`src/rtl/light_sequencer.sv`:
```
// Traffic-light phase controller: cycle counter, per-cycle latches, phase FSM.
// Optional LIGHT_SEQ_WATCHDOG_EN: a non-MG state at counter wrap traps in FLT.
module light_sequencer #(
  parameter logic [5:0] CYCLE_MAX = 6'd47,
  parameter int         TW        = 3
) (
  input  logic          clk,
  input  logic          rst,
  input  logic          tick,
  input  logic          pedButton,
  input  logic [TW-1:0] mainSensor,
  input  logic [TW-1:0] sideSensor,
  input  logic          enable,
  output logic [5:0]    counter,
  output logic          PED,
  output logic [TW-1:0] mainTrafficIn,
  output logic [TW-1:0] sideTrafficIn,
  output logic [2:0]    mainLight,
  output logic [2:0]    sideLight,
  output logic          walk,
  output logic          fault
);

  typedef enum logic [2:0] {
    MG, MY, AR1, SG, SY, AR2, PW, FLT
  } state_e;

  state_e        state_q, state_d;
  logic [5:0]    counter_q, counter_d;
  logic          ped_q, pending_q;
  logic [TW-1:0] main_tr_q, side_tr_q;
  logic [2:0]    main_q, side_q;
  logic          walk_q;
  logic          wrap, adv;

  assign wrap      = tick && (counter_q == CYCLE_MAX);
  assign adv       = enable && tick;
  assign counter_d = wrap ? 6'd0 : counter_q + 6'd1;

  function automatic state_e next_f(state_e s, logic p);
    unique case (s)
      MG:      next_f = MY;
      MY:      next_f = AR1;
      AR1:     next_f = SG;
      SG:      next_f = SY;
      SY:      next_f = AR2;
      AR2:     next_f = p ? PW : MG;
      PW:      next_f = MG;
      default: next_f = FLT;
    endcase
  endfunction

  // {main, side, walk} lamp pattern shown while in a state
  function automatic logic [6:0] lamp_f(state_e s);
    unique case (s)
      MG:      lamp_f = {3'b001, 3'b100, 1'b0};
      MY:      lamp_f = {3'b010, 3'b100, 1'b0};
      SG:      lamp_f = {3'b100, 3'b001, 1'b0};
      SY:      lamp_f = {3'b100, 3'b010, 1'b0};
      PW:      lamp_f = {3'b100, 3'b100, 1'b1};
      default: lamp_f = {3'b100, 3'b100, 1'b0};
    endcase
  endfunction

  assign state_d = next_f(state_q, ped_q);

  // Free-running cycle position, advancing on each tick
  always_ff @(posedge clk or posedge rst) begin
    if (rst)       counter_q <= 6'd0;
    else if (tick) counter_q <= counter_d;
  end

  // Per-cycle snapshot of sensors and pedestrian request at wrap
  always_ff @(posedge clk or posedge rst) begin
    if (rst) begin
      ped_q     <= 1'b0;
      pending_q <= 1'b0;
      main_tr_q <= '0;
      side_tr_q <= '0;
    end else if (wrap) begin
      ped_q     <= pending_q | pedButton;
      pending_q <= 1'b0;
      main_tr_q <= mainSensor;
      side_tr_q <= sideSensor;
    end else if (pedButton) begin
      pending_q <= 1'b1;
    end
  end

`ifdef LIGHT_SEQ_WATCHDOG_EN
  logic fault_q;

  // Phase FSM with registered lamps; FLT traps until reset
  always_ff @(posedge clk or posedge rst) begin
    if (rst) begin
      state_q <= MG;
      main_q  <= 3'b001;
      side_q  <= 3'b100;
      walk_q  <= 1'b0;
      fault_q <= 1'b0;
    end else if (wrap && state_q != MG) begin
      state_q <= FLT;
      main_q  <= 3'b100;
      side_q  <= 3'b100;
      walk_q  <= 1'b0;
      fault_q <= 1'b1;
    end else if (adv && state_q != FLT) begin
      state_q                  <= state_d;
      {main_q, side_q, walk_q} <= lamp_f(state_d);
    end
  end

  assign fault = fault_q;
`else
  // Phase FSM with registered lamps; state carries across wrap
  always_ff @(posedge clk or posedge rst) begin
    if (rst) begin
      state_q <= MG;
      main_q  <= 3'b001;
      side_q  <= 3'b100;
      walk_q  <= 1'b0;
    end else if (adv) begin
      state_q                  <= state_d;
      {main_q, side_q, walk_q} <= lamp_f(state_d);
    end
  end

  assign fault = 1'b0;
`endif

  assign counter       = counter_q;
  assign PED           = ped_q;
  assign mainTrafficIn = main_tr_q;
  assign sideTrafficIn = side_tr_q;
  assign mainLight     = main_q;
  assign sideLight     = side_q;
  assign walk          = walk_q;

endmodule

```
`config.mk`:
```
export PLATFORM = sky130hd
export DESIGN_NAME = light_sequencer
export DESIGN_NICKNAME = d
export VERILOG_FILES = /design/src/rtl/light_sequencer.sv
export SDC_FILE = /design/constraint.sdc
export NUM_CORES = 1
export LEC_CHECK = 0
export CELL_PAD_IN_SITES_DETAIL_PLACEMENT = 1
export CELL_PAD_IN_SITES_GLOBAL_PLACEMENT = 1
export CORE_ASPECT_RATIO = 1.2
export CORE_MARGIN = 4
export CORE_UTILIZATION = 40
export CTS_BUF_LIST = sky130_fd_sc_hd__clkbuf_4 sky130_fd_sc_hd__clkbuf_8
export DETAILED_ROUTE_END_ITERATION = 12
export MAX_ROUTING_LAYER = met4
export PLACE_DENSITY_LB_ADDON = 0.1
export SETUP_SLACK_MARGIN = 0.05
export SLEW_MARGIN = 0
export SYNTH_ARGS = -nofsm -noshare
export SYNTH_HDL_FRONTEND = slang
export SYNTH_SLANG_ARGS = --single-unit
```
`constraint.sdc`:
```
create_clock -name clk -period 2.6 [get_ports clk]
set_input_delay 0.78 -clock clk [delete_from_list [all_inputs] [get_ports clk]]
set_output_delay 0.78 -clock clk [all_outputs]
set_load 0.01 [all_outputs]
```
==> flow_summary_export.csv <==
group,metric,value,unit
status,status,"completed",
setup_path,critical-path-slowest-cell,"clkdlybuf4s50_1",
timing,clock.fmax,457,MHz
setup_path,worstPathCellList,"clkdlybuf4s50_1",
final_layout,area_growth,36.0,%
clocking,cts_resized,0,
setup_path,critPathLaunchType,"flop",
clocking,numCtsBuffers,3,
global_route,grt_pass1_wl,3.90,mm
setup_path,cp_max_fo,7,
setup_path,required,1.82,ns
timing,hold_slack,0.495,ns
clocking,post_cts_buffers,0,
clocking,cts_buffer_depth,2,
synth,syn-num-nets,104,
synth,seq_area_frac_synth,0.553,
synth,netlist_area,1090,um2
drt,ant_nets,0,
floorplanning,rows,20,
floorplanning,io_pins,32,
global_route,grt_pass1_vias,871,
timing,clock_skew,0.00989,ns
synth,yosysTopAreaCell,"dfrtp_1",
synth,async_flop_share,1.00,
drt,drc,0,
timing,finalMaxSlewViolations,0,
global_route,grt_overflow,0,
clocking,cts_hold_buf,0,
placement,place_inst,154,
timing,setup_viol,0,
timing,hold_viol_final,0,
synth,synth.most_common_cell,"dfrtp_1",
final_layout,num_antenna_cells,0,
final_layout,final_cells,158,
synth,yosys_register_bits,24,
floorplanning,dieArea,3630,um2
floorplanning,initial_utilization,0.423,
drt,wl_per_cell,14.4,um
timing,rsz0062_at_grt,"no",
setup_path,arrival,1.41,ns
clocking,cts_tree,"yes",
timing,fin_crit_sh,0.842,
floorplanning,die_x,55.7,um
drt,wirelength,2.27,mm
final_layout,final_layout_size_suffix_gt1_frac,0.184,
synth,synthTopCellsByCount,"22 x dfrtp_1, 10 x nand2_1, 6 x mux2_4",
clocking,clkTransAtPathRegs,0.13,ns
power,ir_worst_vdd,0.000525,V
synth,synth-edff-count,0,
power,power_density,1100,nW/um2
synth,postSynthCellCount,92,
synth,syn_avg_cell_area,11.9,um2
drt,vias,788,
synth,ys.flop_type,"dfrtp_1",
min_path,min_path_cells,2,
setup_path,crit_family,"buffers and inverters",
power,p_leak,0.636,nW
clocking,insertion_delay,0.32,ns
synth,yosysUniqueCellTypes,37,
placement,port_buffers,30,
setup_path,crit_buf_inv,1,
run,drv_cap,0,
synth,ys_top_cells_by_area,"dfrtp_1 50%, mux2_4 8.3%, dfstp_2 4.8%, nand2_1 3.4%, xnor2_1 2.4%",
drt,drt_pass1_iterations,3,
setup_path,startpoint,"counter[4]",
synth,yosysWarnings,0,
placement,dpl.hpwl,1.79,mm
setup_path,worstSetupPathType,"flop to output pin",
setup_path,reg2reg_slack,0.91,ns
placement,gp_routability_congestion,0.681,
floorplanning,core_area,2580,um2
timing,finalSetupTns,0,ns
setup_path,crit_path_max_incr_delay,0.60,ns
setup_path,timing.rr.start,"counter[0]",
setup_path,cp-end-kind,"output pin",
final_layout,nNetsFinal,138,
global_route,antenna_found_initial,0,
floorplanning,die_h,65.2,um
synth,yosysTopAreaCellShare,0.505,
placement,preCtsSetupSlack,0.251,ns
min_path,hp-class,"flop to flop",
global_route,track_usage,0.141,
min_path,holdPathEnd,"mainLight[2]",
setup_path,rr_endpoint,"sideTrafficIn[1]",
clocking,root_buffer,"clkbuf_4",
drt,routed_via_density,4.99,
setup_path,ff2ff_path_depth,5,
clocking,cts.sinks,24,
global_route,grt_max_degree,25,
timing,fin_crit,2.19,ns
drt,drtIter0Drc,10,
timing,layout_setup_ws,0.411,ns
clocking,htree_levels,1,
min_path,min_from,"mainLight[2]",
[worst reg2reg max path, delay by kind of cell, from the launching register on]
family / cells / cell delay, ns
adder cells (fa/ha/maj): 1 / 0.26
buffers and inverters: 1 / 0.23
flip-flops: 1 / 0.44
multiplexers: 1 / 0.32
AND/OR/NAND/NOR: 2 / 0.34
[worst max path at each step]
stage / depth (start not counted) / slack (ns) / to
2_1_floorplan: 5 / 0.79 / mainTrafficIn[0]
3_3_place_gp: 5 / 0.35 / sideTrafficIn[0]
3_5_place_dp: 5 / 0.25 / sideTrafficIn[1]
4_1_cts: 1 / 0.40 / counter[4]
5_1_grt: 1 / 0.33 / counter[4]
6_report: 1 / 0.41 / counter[4]
[stage by stage]
stage	utilization	instance area, um2	power [W]
floorplan	-	1090	0.00102
global placement	0.555	1430	0.00135
detailed placement	0.555	1430	0.00138
CTS	0.576	1480	0.00165
global route	0.576	1480	0.00174
finish	0.576	1480	0.00163
[logic make-up (layout without fill, tap and decap cells)]
logic type               after synthesis  after routing  share of synthesized area
other                                  1              1                    0.00344
XOR/XNOR                               3              3                     0.0241
adder cells (fa/ha/maj)                1              1                     0.0115
AND/OR/NAND/NOR                       30             30                      0.156
flip-flops                            24             24                      0.553
AO/OA/AOI/OAI                         14             14                     0.0906
buffers and inverters                 10             43                     0.0493
multiplexers                           9              9                      0.112
[layout make-up]
type                            instances  area [um2]
Sequential cell                        24         603
Clock buffer                            3        22.5
Multi-Input combinational cell         58         434
Fill cell                             282        1090
Clock inverter                          1        30.0
Timing Repair Buffer                   35         338
Tap cell                               33        41.3
Inverter                                4        15.0
[per-layer routing]
| metal | part of all wire | global-route usage |
|---|---|---|
| met1 | 0.41 | 0.159 |
| met2 | 0.54 | 0.257 |
| met3 | 0.037 | 0.0236 |
| met4 | 0.011 | 0.0365 |
| met5 | 0 | - |
[report_power, final]
part           internal [W]  total [W]  switching, W
Combinational      0.000412   0.000649      0.000237
Clock              0.000156   0.000267      0.000111
Sequential         0.000536   0.000711      0.000174
[state kept, by name (all words and copies together) (netlist names)]
signal / count
counter: 6
mainLight: 3
sideLight: 3
sideTrafficIn: 3
PED: 1
walk: 1
pending_q: 1
mainTrafficIn: 3
state_q: 3
[cells in the final DEF, fill, tap and decap left out, types with 2 or more instances in the layout]
cell / n
nand2_1: 10
inv_1: 4
nand3_1: 2
clkbuf_4: 3
mux2_2: 2
dfstp_2: 2
xnor2_1: 3
nor2_1: 5
mux2_4: 6
a22o_1: 2
o21ai_0: 4
nor3_1: 2
buf_4: 5
clkdlybuf4s50_1: 30
nand2b_1: 2
dfrtp_1: 22
(Power assumes the default switching activity.)
